## config.mk

```make
export PLATFORM = sky130hd
export DESIGN_NAME = sdrc_app_arbiter
export DESIGN_NICKNAME = d
export VERILOG_FILES = /design/src/rtl/sdrc_app_arbiter.sv
export SDC_FILE = /design/constraint.sdc
export NUM_CORES = 1
export LEC_CHECK = 0
export BUFFER_PORTS_ARGS = -buffer_cell sky130_fd_sc_hd__buf_4
export CAP_MARGIN = 20
export CORE_AREA = 5 5 115 117
export DETAILED_ROUTE_END_ITERATION = 12
export DIE_AREA = 0 0 120 122
export GPL_TIMING_DRIVEN = 0
export PLACE_DENSITY = 0.67
export SYNTH_ARGS = -nofsm -noshare
export SYNTH_HDL_FRONTEND = slang
export SYNTH_SLANG_ARGS = --single-unit
```

## constraint.sdc

```tcl
create_clock -name wb_clk_i -period 1.5 [get_ports wb_clk_i]
set_clock_uncertainty 0.1 [all_clocks]
set_input_delay 0.3 -clock wb_clk_i [delete_from_list [all_inputs] [get_ports wb_clk_i]]
set_output_delay 0.3 -clock wb_clk_i [all_outputs]
set_load 0.02 [all_outputs]
```

## src/rtl/sdrc_app_arbiter.sv

```systemverilog
// Purpose : round-robin share of the single SDRAM controller application port among NREQ masters.
// Latency : m_req -> app_req 1 cycle; ownership held through the burst's last beat, then >=1 IDLE cycle.
// Backpres: app_req held until app_req_ack; no grant while app_busy_n=0; data strobes routed to owner only.
//
// Ports:
//   wb_clk_i, wb_rst_i          clock, synchronous active-high reset
//   m_req/m_req_addr/m_req_len/m_req_wr_n/m_req_ack    per-requester request channel (packed slices)
//   m_wr_data/m_wr_en_n/m_wr_next/m_last_wr           per-requester write-data channel
//   m_rd_valid/m_last_rd/m_rd_data                    per-requester read-data channel (data broadcast)
//   app_*                       controller-side application port
//   arb_owner/arb_busy/arb_err  status: current/last owner, not idle, watchdog abort pulse
//
// Optional feature: define SDRC_ARB_WDOG_EN to abort a data phase that waits WDOG_CYC cycles
// without its last beat (arb_err pulses, arbiter returns to IDLE). Undefined: arb_err is tied 0.

module sdrc_app_arbiter #(
  parameter  int NREQ     = 2,
  parameter  int APP_AW   = 26,
  parameter  int APP_DW   = 32,
  parameter  int APP_BW   = 4,
  parameter  int BL       = 9,
  parameter  int WDOG_CYC = 1024,
  localparam int OW       = (NREQ > 1) ? $clog2(NREQ) : 1
) (
  input  logic                     wb_clk_i,
  input  logic                     wb_rst_i,
  input  logic [NREQ-1:0]          m_req,
  input  logic [NREQ*APP_AW-1:0]   m_req_addr,
  input  logic [NREQ*BL-1:0]       m_req_len,
  input  logic [NREQ-1:0]          m_req_wr_n,
  output logic [NREQ-1:0]          m_req_ack,
  input  logic [NREQ*APP_DW-1:0]   m_wr_data,
  input  logic [NREQ*APP_BW-1:0]   m_wr_en_n,
  output logic [NREQ-1:0]          m_wr_next,
  output logic [NREQ-1:0]          m_rd_valid,
  output logic [NREQ-1:0]          m_last_wr,
  output logic [NREQ-1:0]          m_last_rd,
  output logic [APP_DW-1:0]        m_rd_data,
  output logic                     app_req,
  output logic [APP_AW-1:0]        app_req_addr,
  output logic [BL-1:0]            app_req_len,
  output logic                     app_req_wr_n,
  input  logic                     app_req_ack,
  input  logic                     app_busy_n,
  output logic [APP_DW-1:0]        app_wr_data,
  output logic [APP_BW-1:0]        app_wr_en_n,
  input  logic                     app_wr_next_req,
  input  logic                     app_rd_valid,
  input  logic                     app_last_wr,
  input  logic                     app_last_rd,
  input  logic [APP_DW-1:0]        app_rd_data,
  output logic [OW-1:0]            arb_owner,
  output logic                     arb_busy,
  output logic                     arb_err
);

  // Elaboration-time parameter sanity check.
  if (NREQ < 2 || NREQ > 8 || WDOG_CYC < 2 || WDOG_CYC > 65536) begin : g_bad_param
    $error("sdrc_app_arbiter: NREQ must be 2..8 and WDOG_CYC 2..65536");
  end

  typedef enum logic [1:0] {
    IDLE    = 2'd0,
    REQ     = 2'd1,
    WR_DATA = 2'd2,
    RD_DATA = 2'd3
  } state_t;

  state_t        state;
  logic [OW-1:0] ptr;     // highest-priority requester for the next grant
  logic [OW-1:0] owner;

  // Unpacked views of the packed per-requester buses.
  logic [APP_AW-1:0] addr_arr  [NREQ];
  logic [BL-1:0]     len_arr   [NREQ];
  logic [APP_DW-1:0] wdata_arr [NREQ];
  logic [APP_BW-1:0] wen_arr   [NREQ];

  for (genvar i = 0; i < NREQ; i++) begin : g_unpack
    assign addr_arr[i]  = m_req_addr[i*APP_AW +: APP_AW];
    assign len_arr[i]   = m_req_len[i*BL +: BL];
    assign wdata_arr[i] = m_wr_data[i*APP_DW +: APP_DW];
    assign wen_arr[i]   = m_wr_en_n[i*APP_BW +: APP_BW];
  end

  // (a + b) mod NREQ for operands already below NREQ.
  function automatic logic [OW-1:0] wrap_add(input logic [OW-1:0] a, input logic [OW-1:0] b);
    logic [OW:0] s;
    s = {1'b0, a} + {1'b0, b};
    if (s >= (OW+1)'(NREQ)) s = s - (OW+1)'(NREQ);
    return s[OW-1:0];
  endfunction

  // Round-robin pick: scan from the farthest offset down so the nearest
  // asserted requester at or after ptr is the one left standing.
  logic          gnt_vld;
  logic [OW-1:0] gnt_idx;
  logic [OW-1:0] cand;

  always_comb begin
    gnt_vld = 1'b0;
    gnt_idx = ptr;
    cand    = ptr;
    for (int k = NREQ - 1; k >= 0; k--) begin
      cand = wrap_add(ptr, OW'(k));
      if (m_req[cand]) begin
        gnt_vld = 1'b1;
        gnt_idx = cand;
      end
    end
  end

`ifdef SDRC_ARB_WDOG_EN
  localparam logic [15:0] WDOG_LAST = 16'(WDOG_CYC - 1);
  logic [15:0] wdog_cnt;
`else
  assign arb_err = 1'b0;
`endif

  always_ff @(posedge wb_clk_i) begin
    if (wb_rst_i) begin
      state        <= IDLE;
      ptr          <= '0;
      owner        <= '0;
      app_req      <= 1'b0;
      app_req_addr <= '0;
      app_req_len  <= '0;
      app_req_wr_n <= 1'b0;
`ifdef SDRC_ARB_WDOG_EN
      wdog_cnt     <= '0;
      arb_err      <= 1'b0;
`endif
    end else begin
`ifdef SDRC_ARB_WDOG_EN
      arb_err <= 1'b0;
`endif
      case (state)
        IDLE: begin
          if (gnt_vld && app_busy_n) begin
            owner        <= gnt_idx;
            app_req_addr <= addr_arr[gnt_idx];
            app_req_len  <= len_arr[gnt_idx];
            app_req_wr_n <= m_req_wr_n[gnt_idx];
            app_req      <= 1'b1;
            state        <= REQ;
          end
        end
        REQ: begin
          // Request fields stay frozen; a dropped m_req is not a cancel.
          if (app_req_ack) begin
            app_req <= 1'b0;
            ptr     <= wrap_add(owner, OW'(1));
            state   <= app_req_wr_n ? RD_DATA : WR_DATA;
`ifdef SDRC_ARB_WDOG_EN
            wdog_cnt <= '0;
`endif
          end
        end
        WR_DATA: begin
          if (app_last_wr) begin
            state <= IDLE;
`ifdef SDRC_ARB_WDOG_EN
          end else if (wdog_cnt == WDOG_LAST) begin
            arb_err <= 1'b1;
            state   <= IDLE;
          end else begin
            wdog_cnt <= wdog_cnt + 16'd1;
`endif
          end
        end
        RD_DATA: begin
          if (app_last_rd) begin
            state <= IDLE;
`ifdef SDRC_ARB_WDOG_EN
          end else if (wdog_cnt == WDOG_LAST) begin
            arb_err <= 1'b1;
            state   <= IDLE;
          end else begin
            wdog_cnt <= wdog_cnt + 16'd1;
`endif
          end
        end
        default: state <= IDLE;
      endcase
    end
  end

  // Handshake routing: only the owner sees strobes, and only in the matching phase.
  always_comb begin
    m_req_ack   = '0;
    m_wr_next   = '0;
    m_rd_valid  = '0;
    m_last_wr   = '0;
    m_last_rd   = '0;
    app_wr_data = '0;
    app_wr_en_n = '1;
    case (state)
      REQ: begin
        m_req_ack[owner] = app_req_ack;
      end
      WR_DATA: begin
        m_wr_next[owner] = app_wr_next_req;
        m_last_wr[owner] = app_last_wr;
        app_wr_data      = wdata_arr[owner];
        app_wr_en_n      = wen_arr[owner];
      end
      RD_DATA: begin
        m_rd_valid[owner] = app_rd_valid;
        m_last_rd[owner]  = app_last_rd;
      end
      default: ;
    endcase
  end

  assign m_rd_data = app_rd_data;
  assign arb_owner = owner;
  assign arb_busy  = (state != IDLE);

endmodule

```

Yosys cells after proc, flatten, opt, wreduce, memory -nomap -nowiden. Index checks and enable logic that the tools add are counted.

Input bits: 186. Flip-flop bits (word level): 41. Bits in latches: 0. ROM bits: 0. Memories: 0. Word-level logic and storage cells: 88. Bits in writable memories: 0.

Bitwise operators: 7. Reductions and logical operators: 9. Divide/modulo/power cells: 0. Muxes and demuxes: 43. Equality and inequality tests: 7. Magnitude comparators: 10. Multipliers: 0. Add/subtract/negate cells: 5. Shift operators: 0.

Operators with widths (count): $mux W32 (4); $mux W26 (3); $mux W9 (3); $mux W2 (9); $mux W1 (17); $mux W4 (4); $and A2 B2 Y2 (5); $ge A2 B2 Y1 const B (4); $lt A1 B2 Y1 const B (4); $ne A2 B2 Y1 const B (4); $pmux W2 S4 (1); $add A1 B1 Y2 const B (2); $eq A2 B2 Y1 const B (2); $not A1 Y2 (2); $reduce_and A2 Y1 (2); $reduce_and A4 Y1 (1); $reduce_bool A2 Y1 (2); $reduce_and A3 Y1 (1); $sub A1 B1 Y1 const B (3); $eq A2 B1 Y1 const B (1); $ge A1 B2 Y1 const B (1); $logic_and A1 B1 Y1 (2); $logic_not A2 Y1 (1); $pmux W1 S2 (1); other kinds (2) (2).

Longest topological paths before layout.
Depth in word-level cells: 11. Depth in mapped cells: 7.

Least setup slack after synthesis. Ideal clock, no wire load.

Path type: reg-to-output. From: register owner (netlist: arb_owner). To: output app_wr_data[0]. Arrival: 1.378 ns. Path slack: -0.278 ns. Stages on the path, launching flop included: 5. Data required time: 1.100 ns. Path through: dfxtp_1 clkbuf_1 buf_2 mux2i_1 nor2_1.

Word-level cells in the longest chain between the ends: 5.

RTL lines: start: declaration (line 71) `logic [OW-1:0] owner;`; start signal: assignment (line 140) `owner <= gnt_idx;`; $not A1 Y2 (not written as such) (line 204) `app_wr_data = wdata_arr[owner];`; $mux W32 (not written as such) (3 in a row) (line 204); $mux W32 (line 197) `case (state)`; end: declaration (line 45) `output logic [APP_DW-1:0] app_wr_data,`.

Every way passes these cells. The select of a mux whose other input is x is not followed.

Final worst setup path.
From: register owner (netlist: arb_owner). To: output app_wr_data[30].

Same word-level chain as after synthesis.

==> flow_metrics.env <==
export IMPL_drt_pre_antenna_iters=4
export IMPL_aggregate_global_routing_overflow=0
export IMPL_synthToLayoutAreaGrowth_pct=159
export IMPL_finalWeightedCongestion=0.786
export IMPL_dpl_hpwl_mm=10.8
export IMPL_setup_total_negative_slack_ns=-15.27
export IMPL_hold_buffer_count_at_cts=0
export IMPL_power_share_clock=0.232
export IMPL_timing_critical_path_slowest_cell_delay_ns=0.35
export IMPL_power_switching_share=0.350
export IMPL_htree_levels=2
export IMPL_tightestPinTransition_ns=0.717
export IMPL_synth_seq_cells=41
export IMPL_unrepaired_setup_endpoints_after_global_routing="true"
export IMPL_grt_total_usage=0.185
export IMPL_worstPathMaxFanout=7
export IMPL_drive_above_1_share=0.784
export IMPL_timing_final_ws_setup_ns=-0.354
export IMPL_tritoncts="done"
export IMPL_report_final_hold_viol_count=0
export IMPL_failing_checks="negative setup slack"
export IMPL_dp_cells=783
export IMPL_final_net_count=865
export IMPL_worst_hold_slack_ns=0.175
export IMPL_layout_cell_area_non_filler_um2=7190
export IMPL_worst_skew_pair_late_latency_ns=0.28
export IMPL_hold_path_end="app_req_addr[19]"
export IMPL_wl_per_cell_um=19.1
export IMPL_cts_buffers_inserted=5
export IMPL_worstPathArrival_ns=1.45
export IMPL_reg2reg_slack_ns=-0.12
export IMPL_power_density_nw_per_um2=644
export IMPL_synth_avg_cell_area_um2=7.63
export IMPL_antenna_cell_count=0
export IMPL_power_net_switching_w=0.00162
export IMPL_power_share_combinational=0.494
export IMPL_holdCritStartpoint="m_req_addr[45]"
export IMPL_first_global_vias=4006
export IMPL_r2r_worst_path_cells=7
export IMPL_totalWireLength_mm=15.9
export IMPL_grt_antenna_before_repair=0
export IMPL_final_period_utilization=1.24
export IMPL_vias=3870
export IMPL_status="finished with violations"
export IMPL_layout_cells_most_common_list="280 x sky130_fd_sc_hd__buf_4, 54 x sky130_fd_sc_hd__buf_6, 45 x sky130_fd_sc_hd__nand2_1, 38 x sky130_fd_sc_hd__nor2_4, 38 x sky130_fd_sc_hd__dfxtp_1"
export IMPL_cts_root_buf="sky130_fd_sc_hd__clkbuf_16"
export IMPL_clk_path_buf_depth=2
export IMPL_start_util=0.227
export IMPL_floorplan_core_area_um2=12300
export IMPL_path_clk_slew_ns=0.06
export IMPL_dieHeight_um=122
export IMPL_per_cell_via_count_in_the_routed_design=4.66
export IMPL_grt_first_pass_wirelength_mm=21.7
export IMPL_worst_hold_path_type="primary input to register"
export IMPL_clock_fmax_ghz=0.539
export IMPL_yosys_warnings=0
export IMPL_power_frac_seq=0.274
export IMPL_post_layout_nonfiller_instances=830
export IMPL_regToRegEndpoint="app_req_len[8]"
export IMPL_final_min_clock_period_ns=1.85
export IMPL_final_max_slew_violation_count=0
export IMPL_timing_critical_path_from_type="register"
export IMPL_p_leak_nw=3.03
export IMPL_pin_count=304
export IMPL_ir_worst_vdd_mv=0.484
export IMPL_p_int_w=0.00301
export IMPL_crit_required_ns=1.10
export IMPL_final_antenna_net_count=0
export IMPL_std_cell_rows=41
export IMPL_synth_fp_nets=550
export IMPL_netlist_instances=364
export IMPL_drc_errors=0
export IMPL_synth_seq_area_share=0.295
export IMPL_worstPathCellList="clkbuf_16 -> clkbuf_16 -> mux2i_2 -> nor2_4 -> buf_6"
export IMPL_timing_max_slew_rel_slack=0.522
export IMPL_dpl_cell_area_um2=5420
export IMPL_portBuffers=269
export IMPL_die_width_um=120
export IMPL_max_cap_viol_count=0
export IMPL_grt_max_degree=14
export IMPL_critPathKind="register to primary output"
export IMPL_worstHoldPathCells=3
export IMPL_finalSetupViolations=85
export IMPL_worst_r2r_startpoint="state[0]"
export IMPL_drt_first_iter_violations=126
export IMPL_crit_slowest_cell="sky130_fd_sc_hd__dfxtp_4"
export IMPL_mostFrequentLayoutCell="sky130_fd_sc_hd__buf_4"
export IMPL_cts_num_sinks=41
export IMPL_synthesis_area_um2=2780
export IMPL_timing_critical_path_to_type="primary output"
export IMPL_design_die_area_um2=14600
export IMPL_final_core_utilization=0.587
export IMPL_yosysUniqueCellTypes=25
export IMPL_worst_path_most_repeated_cell="sky130_fd_sc_hd__clkbuf_16"
==> cell families after synthesis <==
logic type,synth area share
mux,0.134
flops,0.295
buf+inv,0.147
compound gates,0.229
other cells,0.00135
simple gates,0.194
==> per-stage QoR <==
| stage | worst slack (ns) | power (W) |
|---|---|---|
| 3_3_place_gp | -0.271 | 0.00289 |
| 2_1_floorplan | 0.000625 | 0.00218 |
| 6_report | -0.354 | 0.00463 |
| 5_1_grt | -0.400 | 0.00485 |
| 4_1_cts | -0.337 | 0.00446 |
| 3_5_place_dp | -0.337 | 0.00292 |
==> worst max-delay path by stage <==
stage,start,endpoint,slack [ns],depth (start not counted)
final,arb_owner,app_wr_data[30],-0.35,5
after floorplan,state[0],app_wr_data[0],0.0006,5
after global placement,m_req[1],app_req_addr[6],-0.27,6
after CTS,arb_owner,app_wr_data[15],-0.34,5
after global routing,arb_owner,app_wr_data[30],-0.40,5
after detailed placement,m_req[1],app_req_addr[24],-0.34,6
==> worst max-delay path, delay by kind of cell, from the launching register on <==
kind | cells | cell delay (ns)
flops | 1 | 0.35
simple gates | 1 | 0.04
buf+inv | 3 | 0.49
mux | 1 | 0.28
==> power by group through the flow <==
stage	clock [W]	sequential, W	combinational [W]
2_1_floorplan	0	0.00140	0.000781
3_3_place_gp	0	0.00128	0.00161
3_5_place_dp	0	0.00128	0.00164
4_1_cts	0.00111	0.00126	0.00208
5_1_grt	0.00116	0.00128	0.00241
6_report	0.00107	0.00127	0.00229
==> cell type report <==
cell class,instances,area (µm²)
inverter,2,7.51
clock buffer,6,129
tap,150,188
fill,1003,5070
multi-input combinational,258,2620
buffer,61,641
timing repair buffer,310,2770
sequential,41,832
clock inverter,2,15.0
==> repair_timing <==
| action | in CTS | in global routing |
|---|---|---|
| gates resized for setup | 157 | 82 |
| endpoints found under the setup margin | 82 | 86 |
| cloned | 11 | 2 |
| pin swaps | 48 | 41 |
| setup buffers | 19 | 10 |
==> routing by layer <==
| metal | global-route usage | up-vias | wire length [µm] |
|---|---|---|---|
| met3 | 0.0548 | 17 | 1250 |
| met4 | 0.0308 | 0 | 238 |
| met1 | 0.198 | 1840 | 5580 |
| met5 | 0 | - | 0 |
| met2 | 0.363 | 173 | 8830 |
| li1 | - | 1840 | - |
==> cell usage after synthesis <==
cell | n | area [µm²]
sky130_fd_sc_hd__o211ai_1 | 1 | 7.51
sky130_fd_sc_hd__inv_1 | 2 | 7.51
sky130_fd_sc_hd__a21oi_4 | 1 | 16.3
sky130_fd_sc_hd__a21o_1 | 1 | 7.51
sky130_fd_sc_hd__buf_1 | 1 | 3.75
sky130_fd_sc_hd__buf_2 | 12 | 60.1
sky130_fd_sc_hd__dfxtp_1 | 41 | 821
sky130_fd_sc_hd__buf_4 | 40 | 300
sky130_fd_sc_hd__o21ai_0 | 2 | 10.0
sky130_fd_sc_hd__mux2_2 | 1 | 11.3
sky130_fd_sc_hd__nor2b_1 | 1 | 6.26
sky130_fd_sc_hd__nor2_2 | 1 | 6.26
sky130_fd_sc_hd__clkbuf_1 | 10 | 37.5
sky130_fd_sc_hd__nand2b_1 | 4 | 25.0
sky130_fd_sc_hd__a21oi_1 | 40 | 200
sky130_fd_sc_hd__and3_1 | 2 | 12.5
sky130_fd_sc_hd__nand3b_1 | 1 | 7.51
sky130_fd_sc_hd__a211oi_1 | 15 | 113
sky130_fd_sc_hd__conb_1 | 1 | 3.75
sky130_fd_sc_hd__nor2_1 | 80 | 300
sky130_fd_sc_hd__a211oi_2 | 21 | 263
sky130_fd_sc_hd__o211a_1 | 1 | 10.0
sky130_fd_sc_hd__mux2i_1 | 36 | 360
sky130_fd_sc_hd__nand2_1 | 48 | 180
sky130_fd_sc_hd__a221oi_1 | 1 | 8.76
==> registers in the layout, indices dropped and copies added (netlist names) <==
signal,count
app_req,1
app_req_addr,26
app_req_len,9
app_req_wr_n,1
arb_owner,1
ptr,1
state,2
(Power assumes the default switching activity.)
